### config.mk
export PLATFORM = sky130hd
export DESIGN_NAME = des_blk_ctrl
export DESIGN_NICKNAME = d
export VERILOG_FILES = /design/src/rtl/des_ctrl_pkg.sv /design/src/rtl/des_ctrl_timeout.sv /design/src/rtl/des_blk_ctrl.sv
export SDC_FILE = /design/constraint.sdc
export NUM_CORES = 1
export LEC_CHECK = 0
export ABC_AREA = 1
export ABC_CLOCK_PERIOD_IN_PS = 4050
export CAP_MARGIN = 10
export CORE_AREA = 5 5 182 184
export DETAILED_ROUTE_END_ITERATION = 8
export DIE_AREA = 0 0 187 189
export DONT_BUFFER_PORTS = 1
export PLACE_DENSITY_LB_ADDON = 0.25
export RECOVER_POWER = 50
export SLEW_MARGIN = 15
export SYNTH_ARGS = -nofsm -noshare
export SYNTH_HDL_FRONTEND = slang
export SYNTH_SLANG_ARGS = --single-unit
### constraint.sdc
create_clock -name i_clk -period 4.05 [get_ports i_clk]
set_input_delay 0.405 -clock i_clk [delete_from_list [all_inputs] [get_ports i_clk]]
set_output_delay 0.405 -clock i_clk [all_outputs]
set_load 0.01 [all_outputs]
### src/rtl/des_ctrl_pkg.sv
// des_ctrl_pkg: shared types and constants for the DES block sequencer.
//   state_e        - sequencer states (IDLE, ISSUE, WAIT, OUT)
//   MODE_ECB/CBC   - values of the latched chaining-mode bit
//   BLK_W          - DES block width in bits
//   chain_mask()   - the word XORed into the cleartext for the active mode
package des_ctrl_pkg;

    localparam int BLK_W = 64;

    localparam logic MODE_ECB = 1'b0;
    localparam logic MODE_CBC = 1'b1;

    typedef enum logic [1:0] {
        IDLE  = 2'd0,
        ISSUE = 2'd1,
        WAIT  = 2'd2,
        OUT   = 2'd3
    } state_e;

    // ECB adds nothing to the cleartext; CBC folds in the previous ciphertext (or IV)
    function automatic logic [BLK_W-1:0] chain_mask(input logic mode, input logic [BLK_W-1:0] chain);
        logic [BLK_W-1:0] mask;
        if (mode == MODE_CBC) begin
            mask = chain;
        end else begin
            mask = {BLK_W{1'b0}};
        end
        return mask;
    endfunction

endpackage

### src/rtl/des_ctrl_timeout.sv
// des_ctrl_timeout: watchdog counter for the core-wait phase.
//   clk    - rising-edge clock
//   rst    - synchronous active-high reset
//   clear  - restart the count from zero
//   run    - advance the count this cycle (waiting, no result yet)
//   expire - run is high on the last allowed cycle (count == TIMEOUT_CYCLES-1)
module des_ctrl_timeout #(
    parameter int TIMEOUT_CYCLES = 1024
) (
    input  logic clk,
    input  logic rst,
    input  logic clear,
    input  logic run,
    output logic expire
);

    localparam int CW = (TIMEOUT_CYCLES > 1) ? $clog2(TIMEOUT_CYCLES) : 1;
    localparam logic [CW-1:0] LAST = CW'(TIMEOUT_CYCLES - 1);

    logic [CW-1:0] count_r;

    // Wait-cycle counter; wraps to zero on expiry so a stale value never lingers
    always_ff @(posedge clk) begin
        if (rst) begin
            count_r <= {CW{1'b0}};
        end else if (clear) begin
            count_r <= {CW{1'b0}};
        end else if (run) begin
            if (count_r == LAST) begin
                count_r <= {CW{1'b0}};
            end else begin
                count_r <= count_r + CW'(1);
            end
        end else begin
            count_r <= count_r;
        end
    end

    assign expire = run && (count_r == LAST);

endmodule

### src/rtl/des_blk_ctrl.sv
// des_blk_ctrl: one-block-in-flight sequencer in front of a single-block DES core.
//   i_cfg_*        - key / IV / mode configuration, taken on i_cfg_load in IDLE only
//   o_cfg_nack     - pulse: a config strobe arrived while busy and was dropped
//   i_data/i_valid/o_ready  - input block stream
//   o_data/o_valid/i_ready  - result stream
//   o_des_*/i_des_*         - core interface (cleartext, key, dv strobe, ciphertext, dv)
//   o_busy         - sequencer not in IDLE
//   o_timeout      - sticky: a block was abandoned because the core never answered
//   o_blk_count    - results delivered, wrapping
module des_blk_ctrl
    import des_ctrl_pkg::*;
#(
    parameter int TIMEOUT_CYCLES = 1024,
    parameter int CNT_W          = 16
) (
    input  logic              i_clk,
    input  logic              i_rst,
    input  logic [BLK_W-1:0]  i_cfg_key,
    input  logic [BLK_W-1:0]  i_cfg_iv,
    input  logic              i_cfg_mode,
    input  logic              i_cfg_load,
    output logic              o_cfg_nack,
    input  logic [BLK_W-1:0]  i_data,
    input  logic              i_valid,
    output logic              o_ready,
    output logic [BLK_W-1:0]  o_data,
    output logic              o_valid,
    input  logic              i_ready,
    output logic [BLK_W-1:0]  o_des_cleartext,
    output logic [BLK_W-1:0]  o_des_key,
    output logic              o_des_dv,
    input  logic [BLK_W-1:0]  i_des_ciphertext,
    input  logic              i_des_dv,
    output logic              o_busy,
    output logic              o_timeout,
    output logic [CNT_W-1:0]  o_blk_count
);

    state_e state_r;
    state_e state_nx_s;

    logic [BLK_W-1:0] key_r;
    logic [BLK_W-1:0] chain_r;
    logic             mode_r;
    logic [BLK_W-1:0] cleartext_r;
    logic [BLK_W-1:0] data_r;
    logic             valid_r;
    logic             des_dv_r;
    logic             cfg_nack_r;
    logic             timeout_r;
    logic [CNT_W-1:0] blk_count_r;

    logic ready_s;
    logic cfg_take_s;
    logic accept_s;
    logic done_s;
    logic deliver_s;
    logic tmo_clear_s;
    logic tmo_run_s;
    logic expire_s;

    des_ctrl_timeout #(
        .TIMEOUT_CYCLES (TIMEOUT_CYCLES)
    ) u_timeout (
        .clk    (i_clk),
        .rst    (i_rst),
        .clear  (tmo_clear_s),
        .run    (tmo_run_s),
        .expire (expire_s)
    );

    // State register
    always_ff @(posedge i_clk) begin
        if (i_rst) begin
            state_r <= IDLE;
        end else begin
            state_r <= state_nx_s;
        end
    end

    // Next-state and per-state control strobes; config beats data in IDLE
    always_comb begin
        state_nx_s  = state_r;
        ready_s     = 1'b0;
        cfg_take_s  = 1'b0;
        accept_s    = 1'b0;
        done_s      = 1'b0;
        deliver_s   = 1'b0;
        tmo_clear_s = 1'b0;
        tmo_run_s   = 1'b0;
        case (state_r)
            IDLE: begin
                ready_s = !i_cfg_load;
                if (i_cfg_load) begin
                    cfg_take_s = 1'b1;
                end else if (i_valid) begin
                    accept_s   = 1'b1;
                    state_nx_s = ISSUE;
                end else begin
                    state_nx_s = IDLE;
                end
            end
            ISSUE: begin
                tmo_clear_s = 1'b1;
                state_nx_s  = WAIT;
            end
            WAIT: begin
                if (i_des_dv) begin
                    done_s     = 1'b1;
                    state_nx_s = OUT;
                end else begin
                    tmo_run_s = 1'b1;
                    if (expire_s) begin
                        state_nx_s = IDLE;
                    end else begin
                        state_nx_s = WAIT;
                    end
                end
            end
            OUT: begin
                if (i_ready) begin
                    deliver_s  = 1'b1;
                    state_nx_s = IDLE;
                end else begin
                    state_nx_s = OUT;
                end
            end
            default: begin
                state_nx_s = IDLE;
            end
        endcase
    end

    // Configuration and chaining registers; chain follows ciphertext only in CBC
    always_ff @(posedge i_clk) begin
        if (i_rst) begin
            key_r   <= {BLK_W{1'b0}};
            mode_r  <= MODE_ECB;
            chain_r <= {BLK_W{1'b0}};
        end else if (cfg_take_s) begin
            key_r   <= i_cfg_key;
            mode_r  <= i_cfg_mode;
            chain_r <= i_cfg_iv;
        end else if (done_s && (mode_r == MODE_CBC)) begin
            key_r   <= key_r;
            mode_r  <= mode_r;
            chain_r <= i_des_ciphertext;
        end else begin
            key_r   <= key_r;
            mode_r  <= mode_r;
            chain_r <= chain_r;
        end
    end

    // Core-side drive: cleartext captured on accept, dv strobe is the ISSUE cycle
    always_ff @(posedge i_clk) begin
        if (i_rst) begin
            cleartext_r <= {BLK_W{1'b0}};
            des_dv_r    <= 1'b0;
        end else begin
            if (accept_s) begin
                cleartext_r <= i_data ^ chain_mask(mode_r, chain_r);
            end else begin
                cleartext_r <= cleartext_r;
            end
            des_dv_r <= accept_s;
        end
    end

    // Result stream, delivery counter and status flags
    always_ff @(posedge i_clk) begin
        if (i_rst) begin
            data_r      <= {BLK_W{1'b0}};
            valid_r     <= 1'b0;
            blk_count_r <= {CNT_W{1'b0}};
            cfg_nack_r  <= 1'b0;
            timeout_r   <= 1'b0;
        end else begin
            if (done_s) begin
                data_r  <= i_des_ciphertext;
                valid_r <= 1'b1;
            end else if (deliver_s) begin
                data_r  <= data_r;
                valid_r <= 1'b0;
            end else begin
                data_r  <= data_r;
                valid_r <= valid_r;
            end

            if (deliver_s) begin
                blk_count_r <= blk_count_r + CNT_W'(1);
            end else begin
                blk_count_r <= blk_count_r;
            end

            cfg_nack_r <= i_cfg_load && (state_r != IDLE);

            if (cfg_take_s) begin
                timeout_r <= 1'b0;
            end else if (tmo_run_s && expire_s) begin
                timeout_r <= 1'b1;
            end else begin
                timeout_r <= timeout_r;
            end
        end
    end

    assign o_ready         = ready_s;
    assign o_data          = data_r;
    assign o_valid         = valid_r;
    assign o_des_cleartext = cleartext_r;
    assign o_des_key       = key_r;
    assign o_des_dv        = des_dv_r;
    assign o_cfg_nack      = cfg_nack_r;
    assign o_timeout       = timeout_r;
    assign o_blk_count     = blk_count_r;
    assign o_busy          = (state_r != IDLE);

endmodule

==> metrics.txt, run 1 <==
status finished with violations; failing checks capacitance limit, slew limit; first-pass GRT wire length 63600 µm; Final Hold Vio Count 0; Num CTS Buffers 31; initial antenna violation count 0; chip height 189 µm; pin count of the biggest net entering global routing 99; Port-buffer cells 0; GRT Total Usage 22.0%; Syn Inst Count 1694; First-pass DRT Iterations 6; Ys Warns 0; ratio of cells with drive above 1 in the final layout 4.27%; DRC Markers 0; routed len/inst 19.6 µm; post-route ant nets 0; Fillers 3259; CP Class register to output port; max incr delay on CP 1.15 ns; maximum clock path buffer count 3; Skew-Pair Late Insertion Delay 0.56 ns; Sink Count 289; Ports 477; synth top area cells dfxtp_1 (47%), nand2_1 (12%), nor2_1 (11%); Worst path slowest cell clkbuf_2; pwr/cell area 490 nW/µm²; post-synth top area share 47.5%; Clock Tree Root clkbuf_16; post-synthesis async set-or-reset flop share 0%; CP Launch Type register; Peak Freq 314 MHz; Clock Skew 0.0135 ns; maximum VDD drop 0.316 mV; commonest cells in the netlist nand2_1 (376), nor2_1 (358), dfxtp_1 (289); area leader, netlist dfxtp_1; RSZ-0062 raised after global routing no; die area 35300 µm²; Final setup viols 0; Final HPWL DP 27500 µm; Crit. End Element output port; grt ovf 0; Die Wd 187 µm; most common cell in the netlist nand2_1; routability cong. 0.866; Initial Util 39.0%; Synth-to-Final Area Change 13.8%; EDFF count, synth 0; H-tree Lvls 1; total power 0.00680 W; Worst slew margin -6.70%; nets 1952; DRT iter0 DRCs 705; most frequently used flop master after synthesis dfxtp_1; cell mode on critical path nor2_1; final WL 41300 µm; Cell Chain, Critical Path nor2_1 > inv_1 > nor2_1 > clkbuf_2; standard-cell rows 65; Worst Path Max Fanout 65; area of the multi-input gates 5660 µm²; Synthesized Nets 1959; buffers and inverters on the worst path 2; FF+latch area 5790 µm²; CTS tree yes; core box area 31200 µm²; Top Family by Delay on Critical Path buffers and inverters; Worst Tran Pin Value 1.60 ns; sequential area share after synthesis 47.5%; reg2reg setup slack 1.35 ns; fin crit share 78.6%; Final TNS setup 0 ns; Final Slew Violations 65; post-synthesis cell type count 33; via count 11011; Min-Delay Path Class input pin to register; Synth Cell Area 12200 µm²; max cap viols 1; Avg Synthesized Cell Area 7.19 µm²; DR vias/cell 5.22; CP required 3.64 ns; final antenna diode count 0; Critical Path AT 2.78 ns; Leak 5.44 nW; vias in the first global route 10678; clock-pin slew on the worst setup and hold paths 0.06 ns; Final min period 3.18 ns; #FFs+latches synth 289
[where the power goes]
part           leakage (nW)  total (W)  switching, W  internal [W]
combinational          2.58   0.000809      0.000514      0.000295
sequential             2.37    0.00328      0.000225       0.00306
clock                 0.488    0.00271       0.00114       0.00157
[state kept, by name, summed over array words and instances (netlist names)]
| register | cells |
|---|---|
| o_des_key | 64 |
| o_des_dv | 1 |
| o_timeout | 1 |
| o_cfg_nack | 1 |
| mode_r | 1 |
| u_timeout.count_r | 10 |
| o_valid | 1 |
| state_r | 2 |
| o_blk_count | 16 |
| o_des_cleartext | 64 |
| chain_r | 64 |
| o_data | 64 |
[through the flow]
step / setup slack [ns] / std cells / instance area (µm²) / hold WS (ns) / utilization [%]
4_1_cts: 1.27 / 2110 / 13900 / 0.00107 / 44.5
6_report: 0.866 / 2110 / 13900 / 0.0277 / 44.4
5_1_grt: 0.680 / 2110 / 13900 / 0.00780 / 44.4
2_1_floorplan: 2.65 / 1694 / 12200 / 0.462 / -
3_3_place_gp: 1.52 / 1987 / 12200 / 0.479 / 39.2
3_5_place_dp: 1.49 / 1987 / 12200 / 0.487 / 39.2
[cells by family after synthesis]
kind of cell | share of synthesized area, %
AO/OA/AOI/OAI | 14.5
XOR/XNOR | 4.81
adder cells (fa/ha/maj) | 0.205
buffers and inverters | 6.00
flip-flops | 47.5
multiplexers | 0.0821
AND/OR/NAND/NOR | 27.0
[placed cells by master (no fill, tap or decap), types with 30 or more instances in the layout]
| master | instances |
|---|---|
| nand2_1 | 373 |
| nor2_1 | 362 |
| dfxtp_1 | 288 |
| o21ai_0 | 176 |
| a21oi_1 | 142 |
| nand3_1 | 76 |
| dlygate4sd3_1 | 68 |
| xnor2_1 | 66 |
| clkbuf_16 | 31 |
| inv_1 | 30 |
[worst paths after layout]
kind	from	end	cells after the start
worst min register to register	chain_r[3]	chain_r[3]	2
worst max-delay path	state_r[1]	o_ready	4
worst max register to register	state_r[1]	o_des_cleartext[21]	6
worst min-delay path	i_cfg_key[45]	o_des_key[45]	2
[layer usage]
layer	vias to the layer above	routed length, µm	track usage (%)
met1	5049	17300	28.4
li1	5432	-	-
met5	-	0	0
met4	0	1350	7.22
met3	76	3460	6.14
met2	454	19100	35.7
[layout make-up]
cell class,instances,area share [%]
clock buffers,47,6.75
multi-input cells,1250,40.8
clock inverters,7,0.253
inverters,34,0.956
flip-flops and latches,289,41.7
repair buffers,81,5.92
well taps,402,3.63
[what timing repair did]
action,4_1_cts,5_1_grt
hold buffers,69,0
endpoints found under the hold margin,90,0
gates resized for setup,0,0
setup buffers,0,0
(Power assumes the default switching activity.)
==> inputs of run 2 (changes only) <==
--- a/config.mk
+++ b/config.mk
@@ -6,7 +6,7 @@
 export NUM_CORES = 1
 export LEC_CHECK = 0
 export ABC_AREA = 1
-export ABC_CLOCK_PERIOD_IN_PS = 4050
+export ABC_CLOCK_PERIOD_IN_PS = 2600
 export CAP_MARGIN = 10
 export CORE_AREA = 5 5 182 184
 export DETAILED_ROUTE_END_ITERATION = 8
==> constraint.sdc (replaced) <==
create_clock -name i_clk -period 2.6 [get_ports i_clk]
set_input_delay 0.26 -clock i_clk [delete_from_list [all_inputs] [get_ports i_clk]]
set_output_delay 0.26 -clock i_clk [all_outputs]
set_load 0.01 [all_outputs]
==> run 2 against run 1 <==
  * The flow now finishes without violations
  * Die area unchanged
  * Sequential power rose by 56%
  * Wire length is 9.5% higher
  * Register-to-register slack got worse by 0.89 ns
  * Total power increased by 63%
  * Non-clock buffer count rose by 258
  * Worst hold slack worse by 0.020 ns
  * Final area rose by 19%
  * First-iteration DRC count increased by 4.1%
  * Critical path depth rose by 5
  * Critical endpoint is now chain_r[0]
  * Largest power group unchanged
  * Highest routed layer is now met5
==> metrics.txt, run 2 (synthesis gave the netlist of run 1 again) <==
Initial Util 39.0% (unchanged); Leak 6.40 nW (+18%); commonest cells after routing, fill and taps aside nand2_1 (374), nor2_1 (360), dlygate4sd3_1 (317), dfxtp_1 (288), o21ai_0 (177); Port-buffer cells 0 (unchanged); routability cong. 0.867 (about the same); pwr/cell area 669 nW/µm² (+36%); Crit. End Element register; via count 12419 (+13%); switching pwr 0.00309 W (+65%); Sink Count 289 (unchanged); commonest non-fill, non-tap cell in the layout nand2_1; Die Wd 187 µm (unchanged); max cap viols 0 (-1); post-route ant nets 0 (unchanged); clock-pin slew on the worst setup and hold paths 0.06 ns (about the same); H-tree Lvls 1 (unchanged); Peak Freq 467 MHz; Skew-Pair Late Insertion Delay 0.56 ns (about the same); Critical Path AT 2.63 ns (-0.15 ns); ratio of cells with drive above 1 in the final layout 4.08% (-0.20 points); final WL 45200 µm (+9.5%); Final setup viols 0 (unchanged); Worst slew margin 50.4% (+57 points); standard-cell rows 65 (unchanged); CP Class register to register; chip height 189 µm (unchanged); Num CTS Buffers 31 (unchanged); Final HPWL DP 28100 µm (+2.2%); Worst Path Max Fanout 55 (-15%); placed cells 1995 (+0.40%); Post-Layout Cell Count 2372 (+12%); first-pass GRT wire length 70300 µm (+11%); Ports 477 (unchanged); RSZ-0062 raised after global routing no; nets 2210 (+13%); core box area 31200 µm² (unchanged); GRT Total Usage 24.1% (+2.1 points); CP Launch Type register; clock share of power 38.7% (-1.1 points); Worst Tran Pin Value 0.744 ns (-0.856 ns); DRC Markers 0 (unchanged); total power 0.0111 W (+63%); Synth-to-Final Area Change 35.9%; vias in the first global route 12357 (+16%); switching part of the total 27.9% (+0.34 points); fin crit share 82.4%; DR vias/cell 5.24 (+0.33%); Final min period 2.14 ns; routed len/inst 19.0 µm (-2.6%); postcts setup bufs 0 (unchanged); Final Hold Vio Count 0 (unchanged); die area 35300 µm² (unchanged); CP required 3.09 ns (-0.55 ns); Final Slew Violations 0 (-100%); Int Pwr 0.00798 W (+62%); Min-Delay Path Class input pin to register; Fillers 2861 (-12%); DRT iter0 DRCs 734 (+4.1%); First-pass DRT Iterations 6 (unchanged); Comb power frac 15.1% (+3.2 points); maximum clock path buffer count 3 (unchanged); grt ovf 0 (unchanged); Clock Tree Root clkbuf_16; status finished, final reports clean; sequential power share 46.1% (-2.2 points); CTS tree yes; Clock Skew 0.0217 ns (+0.00817 ns); pin count of the biggest net entering global routing 79 (-20%); Final TNS setup 0 ns (unchanged); initial antenna violation count 5 (+5); maximum VDD drop 0.468 mV (+48%)
## run 2: layer usage
metal  global-route usage (%)  vias up  wire [µm]
li1                         -     5953          -
met1                     30.0     5738      18300
met2                     40.3      583      21300
met3                     6.01      143       3660
met4                     9.84        2       1880
met5                        0        -         12
## run 2: repair_timing
| action | CTS | global route |
|---|---|---|
| hold buffers | 319 | 0 |
| setup endpoints to repair | 0 | 0 |
| endpoints found under the hold margin | 277 | 0 |
| resized for setup | 0 | 0 |
## run 2: metrics by stage
| step | setup WS, ns | hold slack, ns | utilization, % | area, µm² |
|---|---|---|---|---|
| 2_1_floorplan | 1.26 | 0.383 | - | 12200 |
| 6_report | 0.459 | 0.00753 | 53.0 | 16600 |
| 4_1_cts | 0.428 | 0.00245 | 53.1 | 16600 |
| 5_1_grt | 0.345 | 0.0189 | 53.0 | 16600 |
| 3_3_place_gp | 0.942 | 0.342 | 39.6 | 12400 |
| 3_5_place_dp | 0.872 | 0.345 | 39.6 | 12400 |
## run 2: final timing paths
kind / from / end / slack [ns] / cells past startpoint
setup / recovery: state_r[1] / chain_r[0] / 0.46 / 9
hold / removal: i_data[50] / o_des_cleartext[50] / 0.008 / 3
setup reg to reg: state_r[1] / chain_r[0] / 0.46 / 9
hold reg to reg: chain_r[4] / chain_r[4] / 0.50 / 2
## run 2: worst max-delay path, cell delays in order, from the launching register on
cell           delay [ns]
dfxtp_1              0.37
nor2_4               0.18
nand2_4              0.21
inv_4                0.15
buf_12               0.25
nand2_1              0.11
nand2_1              0.08
dlygate4sd3_1        0.55
nor2_1               0.05
nor2_1               0.11
## run 2: area by class of cell
type / count / area, µm² / area share (%)
antenna: 7 / 17.5 / 0.106
multi-input combinational: 1250 / 5670 / 34.2
clock buffer: 44 / 915 / 5.52
timing repair buffer: 339 / 3480 / 21.0
tap: 402 / 503 / 3.04
clock inverter: 7 / 63.8 / 0.385
sequential: 289 / 5790 / 34.9
inverter: 34 / 133 / 0.801
## run 2: power by group through the flow
| stage | clock [W] | sequential (W) | combinational, W |
|---|---|---|---|
| floorplan | 0 | 0.00510 | 0.00101 |
| global placement | 0 | 0.00520 | 0.00118 |
| detailed placement | 0 | 0.00520 | 0.00120 |
| CTS | 0.00439 | 0.00510 | 0.00164 |
| global route | 0.00458 | 0.00514 | 0.00186 |
| finish | 0.00429 | 0.00511 | 0.00167 |
